--- config.mk ---
export PLATFORM = sky130hd
export DESIGN_NAME = dti_lp_ctrl
export DESIGN_NICKNAME = d
export VERILOG_FILES = /design/src/rtl/dti_lp_ctrl.sv
export SDC_FILE = /design/constraint.sdc
export NUM_CORES = 1
export LEC_CHECK = 0
export CORE_MARGIN = 2
export CORE_UTILIZATION = 30
export CTS_CLUSTER_SIZE = 25
export DETAILED_ROUTE_END_ITERATION = 10
export HOLD_SLACK_MARGIN = 0.05
export SLEW_MARGIN = 20
export SYNTH_ARGS = -nofsm -noshare
export SYNTH_HDL_FRONTEND = slang
export SYNTH_SLANG_ARGS = --single-unit
--- constraint.sdc ---
create_clock -name clk -period 2.35 [get_ports clk]
set_clock_uncertainty 0.05 [all_clocks]
set_input_delay 0.47 -clock clk [delete_from_list [all_inputs] [get_ports clk]]
set_output_delay 0.47 -clock clk [all_outputs]
set_load 0.03 [all_outputs]
--- src/rtl/dti_lp_ctrl.sv ---
// Low-power sequencer for one DTI router: turns a Q-channel quiescence
// request into stall / drain / optional flush, then accepts or denies.
module dti_lp_ctrl #(
    parameter int unsigned DRAIN_TIMEOUT = 16,
    parameter bit          FLUSH_EN      = 1'b1,
    parameter int unsigned CNT_W         = 8
) (
    input  logic             clk,
    input  logic             rst_n,
    input  logic             qreqn,
    output logic             qacceptn,
    output logic             qdeny,
    output logic             qactive,
    input  logic             req_tvalid,
    input  logic             req_tready,
    input  logic             req_tlast,
    input  logic             idle,
    output logic             stall,
    output logic             partial_reset,
    output logic [CNT_W-1:0] flush_count
);

    localparam int unsigned        TMR_W    = 16;
    localparam logic [TMR_W-1:0]   TMR_LAST = TMR_W'(DRAIN_TIMEOUT - 1);

    typedef enum logic [2:0] {
        ST_RUN,
        ST_WAIT_EOP,
        ST_DRAIN,
        ST_FLUSH,
        ST_STOPPED,
        ST_DENIED
    } state_e;

    state_e             state_q, state_d;
    logic [TMR_W-1:0]   timer_q, timer_d;
    logic               mid_pkt_q, mid_pkt_d;
    logic [CNT_W-1:0]   flush_count_q, flush_count_d;
    logic               stall_q, stall_d;
    logic               partial_reset_q, partial_reset_d;
    logic               qacceptn_q, qacceptn_d;
    logic               qdeny_q, qdeny_d;
    logic               qactive_q, qactive_d;
    logic               hs;

    // Next-state, packet tracking, timer and registered-output decode
    always_comb begin
        state_d       = state_q;
        timer_d       = timer_q;
        flush_count_d = flush_count_q;
        hs            = req_tvalid & req_tready;
        mid_pkt_d     = mid_pkt_q;
        if (hs) begin
            mid_pkt_d = ~req_tlast;
        end

        unique case (state_q)
            ST_RUN: begin
                if (!qreqn) begin
                    state_d = ST_WAIT_EOP;
                end
            end
            ST_WAIT_EOP: begin
                // only stall once no packet remains open after this cycle
                if (!mid_pkt_d) begin
                    state_d = ST_DRAIN;
                    timer_d = '0;
                end
            end
            ST_DRAIN: begin
                timer_d = timer_q + TMR_W'(1);
                if (idle) begin
                    state_d = ST_STOPPED;
                end else if (timer_q == TMR_LAST) begin
                    state_d = FLUSH_EN ? ST_FLUSH : ST_DENIED;
                end
            end
            ST_FLUSH: begin
                if (idle) begin
                    state_d = ST_STOPPED;
                    if (flush_count_q != '1) begin
                        flush_count_d = flush_count_q + CNT_W'(1);
                    end
                end
            end
            ST_STOPPED: begin
                if (qreqn) begin
                    state_d = ST_RUN;
                end
            end
            ST_DENIED: begin
                if (qreqn) begin
                    state_d = ST_RUN;
                end
            end
            default: begin
                state_d = ST_RUN;
            end
        endcase

        // outputs are a registered decode of the state being entered
        stall_d         = (state_d == ST_DRAIN) || (state_d == ST_FLUSH) ||
                          (state_d == ST_STOPPED);
        partial_reset_d = (state_d == ST_FLUSH);
        qacceptn_d      = (state_d != ST_STOPPED);
        qdeny_d         = (state_d == ST_DENIED);
        qactive_d       = ~idle | req_tvalid;
    end

    // State and output registers
    always_ff @(posedge clk or negedge rst_n) begin
        if (!rst_n) begin
            state_q         <= ST_RUN;
            timer_q         <= '0;
            mid_pkt_q       <= 1'b0;
            flush_count_q   <= '0;
            stall_q         <= 1'b0;
            partial_reset_q <= 1'b0;
            qacceptn_q      <= 1'b1;
            qdeny_q         <= 1'b0;
            qactive_q       <= 1'b0;
        end else begin
            state_q         <= state_d;
            timer_q         <= timer_d;
            mid_pkt_q       <= mid_pkt_d;
            flush_count_q   <= flush_count_d;
            stall_q         <= stall_d;
            partial_reset_q <= partial_reset_d;
            qacceptn_q      <= qacceptn_d;
            qdeny_q         <= qdeny_d;
            qactive_q       <= qactive_d;
        end
    end

    assign stall         = stall_q;
    assign partial_reset = partial_reset_q;
    assign qacceptn      = qacceptn_q;
    assign qdeny         = qdeny_q;
    assign qactive       = qactive_q;
    assign flush_count   = flush_count_q;

endmodule

==> results of run 1 <==
[per-layer routing]
| metal | vias to the layer above | track usage, % |
|---|---|---|
| li1 | 667 | - |
| met1 | 641 | 15.4 |
| met2 | 16 | 20.2 |
| met3 | 4 | 2.76 |
| met4 | 0 | 4.21 |
| met5 | - | 0 |
[final cells by class]
cell class              instances  area, sq um
fillers                       544         3370
flip-flops and latches         33          827
multi-input cells             122          783
repair buffers                 26          243
well taps                      72         90.1
clock buffers                   6         72.6
clock inverters                 2         35.0
inverters                       4         15.0
[registers in the layout, summed over array words and instances (netlist names)]
signal,count
qacceptn,1
mid_pkt_q,1
flush_count,8
qactive,1
stall,1
state_q,3
qdeny,1
timer_q,16
partial_reset,1
[cell families (layout without fill, tap and decap cells)]
logic type	after synthesis	count (layout)	share of synthesized area (%)
simple gates	77	77	26.3
flops	33	33	49.7
compound gates	32	32	13.2
xor+xnor	8	8	4.21
buf+inv	8	38	3.16
mux	3	3	1.88
fa+ha+maj	2	2	1.50
[worst reg2reg max path, cell delays in order, from the launching register on]
cell and delay [ns]:
dfrtp_1 0.45, or3b_1 0.43, or3_4 0.48, nor4_2 0.28
mux2i_1 0.22
[cells in the final DEF, fill, tap and decap left out, drive strengths merged, types with 7 or more instances in the layout]
cell type / n
dfrtp: 32
a21oi: 8
clkdlybuf4s50: 19
nand3: 13
buf: 7
nor2: 11
nand2: 17
[through the flow]
| step | cells | area, sq um | setup slack (ns) |
|---|---|---|---|
| detailed placement | 257 | 1960 | 0.0831 |
| global route | 265 | 2070 | 0.241 |
| finish | 265 | 2070 | 0.359 |
| global placement | 257 | 1960 | 0.136 |
| CTS | 265 | 2070 | 0.355 |
| floorplan | 163 | 1660 | 0.279 |
[power groups by stage]
stage | Combinational [uW] | Sequential [uW] | Clock [uW]
2_1_floorplan | 347 | 835 | 0
3_3_place_gp | 635 | 770 | 0
3_5_place_dp | 635 | 775 | 0
4_1_cts | 636 | 764 | 534
5_1_grt | 699 | 778 | 565
6_report | 629 | 762 | 520
[worst min path at each step]
stage / start / endpoint / slack, ns / cells past startpoint
after CTS: timer_q[15]$_DFFE_PN0P_ / timer_q[15]$_DFFE_PN0P_ / 0.44 / 1
final: timer_q[15]$_DFFE_PN0P_ / timer_q[15]$_DFFE_PN0P_ / 0.44 / 1
after detailed placement: timer_q[15]$_DFFE_PN0P_ / timer_q[15]$_DFFE_PN0P_ / 0.43 / 1
after floorplan: rst_n / flush_count[0]$_DFFE_PN0P_ / 0.12 / 0
after global placement: timer_q[15]$_DFFE_PN0P_ / timer_q[15]$_DFFE_PN0P_ / 0.43 / 1
after global routing: timer_q[15]$_DFFE_PN0P_ / timer_q[15]$_DFFE_PN0P_ / 0.46 / 1
==> out/results.ini, run 1 <==
[setup_path]
critPathCaptureType = register
worstSetupEndpoint = timer_q[13]$_DFFE_PN0P_
cp_data_required_time_ns = 2.50
setup.worst_path.start = state_q[0]$_DFF_PN0_
crit_cells = 4
criticalPathCategory = register to register
reg2reg_to = timer_q[13]$_DFFE_PN0P_
timing.critical_path.buf_inv = 0
crit_path_top_delay_cell = or3_4
start_kind = register
reg2reg_depth = 4
largest_stage_delay_on_the_critical_path_ns = 0.48
cpLargestDelayFamily = simple AND/OR/NAND/NOR gates
worst_ep_arrival_time_ns = 2.14
path_max_fanout = 9
regToRegSetupSlack_ns = 0.36
critical_path.cell_chain = or3b_1 -> or3_4 -> nor4_2 -> mux2i_1
r2r_startpoint = state_q[0]$_DFF_PN0_

[drt]
met2_wirelength_microns = 1630
final_antenna_net_count = 0
route.met3.wl_microns = 75
via_count = 1328
drtIter0Drc = 98
postRouteWirelength_microns = 3380
route.detailed.drc = 0
drt_first_pass_iters = 6
routedLengthMet1_microns = 1630
top_signal_layer_used = met4
avgViaCountPerCell = 5.01
routedWlPerCell_microns = 12.8

[sta]
fin_setup_tns_ns = 0
hold_violation_total_from_the_final_report = 0
hold_slack_ns = 0.440
final_period_minus_worst_setup_slack_ns = 1.99
max_clock_freq_ghz = 0.502
slew_violations = 0
worst_slew_margin_rel_pct = 63.0
transition_time_at_the_pin_with_the_least_slew_margin_ns = 0.551
grt_setup_unrepaired = no
setup_violations = 0
finalCritPeriodShare_pct = 84.7

[clock_network]
post_cts_buffers = 0
cts.path.max_buffers = 2
tritoncts.num_buffers = 5
cts.htree.levels = 2
cts_root_buffer_type = clkbuf_8
cts.sinks = 33
clk_transition_reported_paths_ns = 0.07
clkLatencyLatePin_ns = 0.28
holdBufCountCts = 0
cts-resized-gates = 0
clock_tree_from_tritoncts = done

[synth]
netlist_top_cells_area = dfrtp_1 48%, nand3_1 3.9%, nand2_1 3.8%
synth-seq-area-share_pct = 49.7
post_synth.cell_area_avg_sq_um = 10.2
yosys_warnings = 0
synth-edff-count = 0
synth.distinct_cells = 45
syn-instance-count = 163
postSynth.topFlopCell = dfrtp_1
ys_top_cells_by_count = 32 x dfrtp_1, 17 x nand2_1, 13 x nand3_1
synthesis.area_sq_um = 1660
syn-num-nets = 172
synth_largest_type_area_fraction_pct = 48.2
synth.largest_area_cell = dfrtp_1
synthArstFlopShare_pct = 100
synth_most_common_cell = dfrtp_1
synth_seq_cells = 33

[global_routing]
antenna_violations_before_repair = 0
grt_start_max_net_pins = 34
sum_of_overflow_across_all_layers_after_global_routing = 0
grt_pass1_vias = 1248
grtUsageTotal_pct = 12.1
grt_first_pass_wirelength_microns = 5840

[power]
power.clock.fraction_pct = 27.2
power.total_uw = 1910
ir_worst_vdd_uv = 341
combPwrFrac_pct = 32.9
power.switching_fraction_pct = 34.2
internal-power_uw = 1260
cellPowerDensity_nw_per_um2 = 925
net-switching-power_uw = 653
cellLeakagePower_uw = 0.000959
seqPwrFrac_pct = 39.9

[cells_and_area]
post_route_cells_drive_above_1_share_pct = 9.84
antenna_cells_inserted = 0
final_util_pct = 38.0
finish.net_count = 201
areaGrowthSynthToFinish_pct = 24.2

[outcome]
result_of_the_run = finished clean

[die]
placement_rows = 27
initial_utilization_pct = 30.6
fp.dieW_microns = 78.5
num_io_pins = 20
die_height_microns = 78.5
design.die.area_sq_um = 6150
core_area_sq_um = 5440

[placed_design]
dpl.hpwl_microns = 2510
buffers_on_ports = 19
routabilityCongestion = 0.753

[flow_run]
max_cap_violations = 0

[worst_hold_path]
hold_class = register to register

Note: power is estimated with default switching activity, not from simulation.
==> run 2: changes to the inputs <==
==> constraint.sdc (replaced) <==
create_clock -name clk -period 1.75 [get_ports clk]
set_clock_uncertainty 0.05 [all_clocks]
set_input_delay 0.35 -clock clk [delete_from_list [all_inputs] [get_ports clk]]
set_output_delay 0.35 -clock clk [all_outputs]
set_load 0.03 [all_outputs]
==> run 2 against run 1 <==
The flow now finishes with violations (negative setup slack). Non-clock buffer count rose by 20. Via count is 5.7% higher. Worst hold slack lost 0.16 ns. Total power is 37% higher. Die area is the same. Combinational power increased by 56%. Routed wire length up 10%. Utilization grew 3.5 points. Final cell count grew 7.5%. Largest cell class is now multi-input combinational cells.
==> out/results.ini, run 2 (synthesis results as in run 1) <==
[cells_and_area]
multiInputGateArea_sq_um = 833  ; was 783 sq um
antenna_cells_inserted = 0  ; unchanged
flip_flop_count_of_the_largest_register_all_copies_and_words_added = 16  ; unchanged
ff_latch_area_sq_um = 827  ; unchanged
top_register = timer_q  ; unchanged
finish.net_count = 221  ; was 201
areaGrowthSynthToFinish_pct = 35.5  ; was 24.2%
final-instance-count-excl-fill = 285  ; was 265
mostFrequentLayoutCell = dfrtp_1  ; unchanged
post_route_cells_drive_above_1_share_pct = 23.0  ; was 9.84%
most_used_cells_in_the_layout_excluding_fill_and_tap_cells = 32 x dfrtp_1, 27 x buf_4, 17 x nand2_1  ; was 32 x dfrtp_1, 19 x clkdlybuf4s50_1, 17 x nand2_1
fillerInstances = 520  ; was 544

[power]
cellPowerDensity_nw_per_um2 = 1160  ; was 925 nW/um^2
cellLeakagePower_uw = 0.00112  ; was 0.000959 uW
ir_worst_vdd_uv = 571  ; was 341 uV

[clock_network]
clk_transition_reported_paths_ns = 0.07  ; about the same
clkLatencyLatePin_ns = 0.28  ; about the same
clock_tree_from_tritoncts = done  ; unchanged
cts.path.max_buffers = 2  ; unchanged
tritoncts.num_buffers = 5  ; unchanged
cts.htree.levels = 2  ; unchanged
cts_root_buffer_type = clkbuf_8  ; unchanged
cts.sinks = 33  ; unchanged

[sta]
max_clock_freq_ghz = 0.566  ; was 0.502 GHz
finalCritPeriodShare_pct = 101  ; was 84.7%
transition_time_at_the_pin_with_the_least_slew_margin_ns = 0.403  ; was 0.551 ns
hold_violation_total_from_the_final_report = 0  ; unchanged
final_period_minus_worst_setup_slack_ns = 1.77  ; was 1.99 ns
grt_setup_unrepaired = yes  ; was no
layout_setup_ws_ns = -0.0176  ; was 0.359 ns
slew_violations = 0  ; unchanged
worst_slew_margin_rel_pct = 72.9  ; was 63.0%
setup_violations = 1  ; was 0

[die]
die_height_microns = 78.5  ; unchanged
num_io_pins = 20  ; unchanged
core_area_sq_um = 5440  ; unchanged
placement_rows = 27  ; unchanged
design.die.area_sq_um = 6150  ; unchanged
initial_utilization_pct = 30.6  ; unchanged
fp.dieW_microns = 78.5  ; unchanged

[global_routing]
antenna_violations_before_repair = 0  ; unchanged
grt_pass1_vias = 1309  ; was 1248
sum_of_overflow_across_all_layers_after_global_routing = 0  ; unchanged
grt_start_max_net_pins = 19  ; was 34
grtUsageTotal_pct = 13.4  ; was 12.1%
grt_first_pass_wirelength_microns = 6470  ; was 5840 microns

[placed_design]
place_ws_ns = -0.268  ; was 0.0831 ns
place_inst = 276  ; was 257
routabilityCongestion = 0.814  ; was 0.753
dpl.hpwl_microns = 2690  ; was 2510 microns
buffers_on_ports = 19  ; unchanged

[outcome]
failing_checks = negative setup slack
result_of_the_run = finished, violations left  ; was finished clean

[setup_path]
critical_path.cell_chain = or3b_4 -> or3_4 -> o311ai_2 -> o41ai_1  ; was or3b_1 -> or3_4 -> nor4_2 -> mux2i_1
criticalPathCategory = register to register  ; unchanged
largest_stage_delay_on_the_critical_path_ns = 0.45  ; was 0.48 ns
cp_data_required_time_ns = 1.86  ; was 2.50 ns
path_max_fanout = 8  ; was 9
worst_ep_arrival_time_ns = 1.88  ; was 2.14 ns
start_kind = register  ; unchanged
critPathCaptureType = register  ; unchanged
crit_path_top_delay_cell = or3_4  ; unchanged

[drt]
postRouteWirelength_microns = 3720  ; was 3380 microns
drt_first_pass_iters = 4  ; was 6
avgViaCountPerCell = 4.93  ; was 5.01
final_antenna_net_count = 0  ; unchanged
route.detailed.drc = 0  ; unchanged
via_count = 1404  ; was 1328
routedWlPerCell_microns = 13.1  ; was 12.8 microns
drtIter0Drc = 97  ; was 98

[flow_run]
max_cap_violations = 0  ; unchanged

[worst_hold_path]
hold_class = input pin to asynchronous set/reset pin  ; was register to register

## run 2: cell types whose count changed in the layout (fill, tap and decap cells not counted), moves of 2 or more
cell | before | now
buf_4 | 7 | 27
dlymetal6s2s_1 | 0 | 2
dlygate4sd2_1 | 0 | 9
clkbuf_8 | 5 | 7
clkdlybuf4s50_1 | 19 | 8
## run 2: final cells by class
| class | instances | area share (%) |
|---|---|---|
| flip-flops and latches | 33 | 36.7 |
| inverters | 4 | 0.666 |
| clock inverters | 1 | 0.222 |
| well taps | 72 | 4.00 |
| clock buffers | 7 | 4.28 |
| multi-input cells | 122 | 37.0 |
| repair buffers | 46 | 17.2 |
## run 2: metal layers
| layer | GRT usage (%) | share of wire, % |
|---|---|---|
| met1 | 18.4 | 48 |
| met2 | 20.8 | 48 |
| met3 | 2.07 | 2.6 |
| met4 | 6.32 | 2.0 |
| met5 | 0 | 0 |
## run 2: where the power goes
part           leakage, uW  internal [uW]  switching, uW  total, uW
clock            0.0000542            355            281        636
sequential        0.000439            902           92.5        995
combinational     0.000632            431            549        980
total              0.00112           1690            923       2610
## run 2: final timing paths
path	to	slack (ns)	depth (start not counted)	from
max	timer_q[11]$_DFFE_PN0P_	-0.02	4	state_q[0]$_DFF_PN0_
min	flush_count[0]$_DFFE_PN0P_	0.28	1	rst_n
max reg2reg	timer_q[11]$_DFFE_PN0P_	-0.02	4	state_q[0]$_DFF_PN0_
min reg2reg	timer_q[15]$_DFFE_PN0P_	0.44	1	timer_q[15]$_DFFE_PN0P_
max in group asynchronous	timer_q[13]$_DFFE_PN0P_	0.81	2	rst_n
min in group clk	qactive$_DFF_PN0_	0.33	2	req_tvalid
## run 2: stage by stage
stage          setup TNS, ns  hold WS [ns]  total power, uW  instance area [sq um]  utilization, %
2_1_floorplan         -0.934       0.00441             1590                   1680               -
3_3_place_gp           -2.30         0.428             1980                   2110            38.9
3_5_place_dp           -2.98         0.433             1980                   2110            38.9
4_1_cts             -0.00943         0.286             2610                   2220            40.9
5_1_grt               -0.250         0.295             2790                   2250            41.4
6_report             -0.0176         0.282             2610                   2250            41.4
## run 2: critical path, delay by kind of cell, from the launching register on
| family | cells | cell delay [ns] |
|---|---|---|
| DFF | 1 | 0.38 |
| AOI/OAI and AO/OA | 2 | 0.35 |
| and+or+nand+nor | 2 | 0.86 |
## run 2: what timing repair did
| action | 4_1_cts | 5_1_grt |
|---|---|---|
| endpoints found under the setup margin | 13 | 10 |
| gates resized for setup | 12 | 9 |
| buffers inserted | 1 | 0 |
| pin swaps | 2 | 3 |
| hold buffers | 0 | 0 |
==> run 3: changes to the inputs <==
--- a/config.mk
+++ b/config.mk
@@ -10,7 +10,8 @@
 export CTS_CLUSTER_SIZE = 25
 export DETAILED_ROUTE_END_ITERATION = 10
 export HOLD_SLACK_MARGIN = 0.05
-export SLEW_MARGIN = 20
+export PLACE_DENSITY = 0.6
+export SLEW_MARGIN = 25
 export SYNTH_ARGS = -nofsm -noshare
 export SYNTH_HDL_FRONTEND = slang
 export SYNTH_SLANG_ARGS = --single-unit
==> results of run 3 <==
Same layout as run 2: the final DEF is identical, and so are final timing and power.
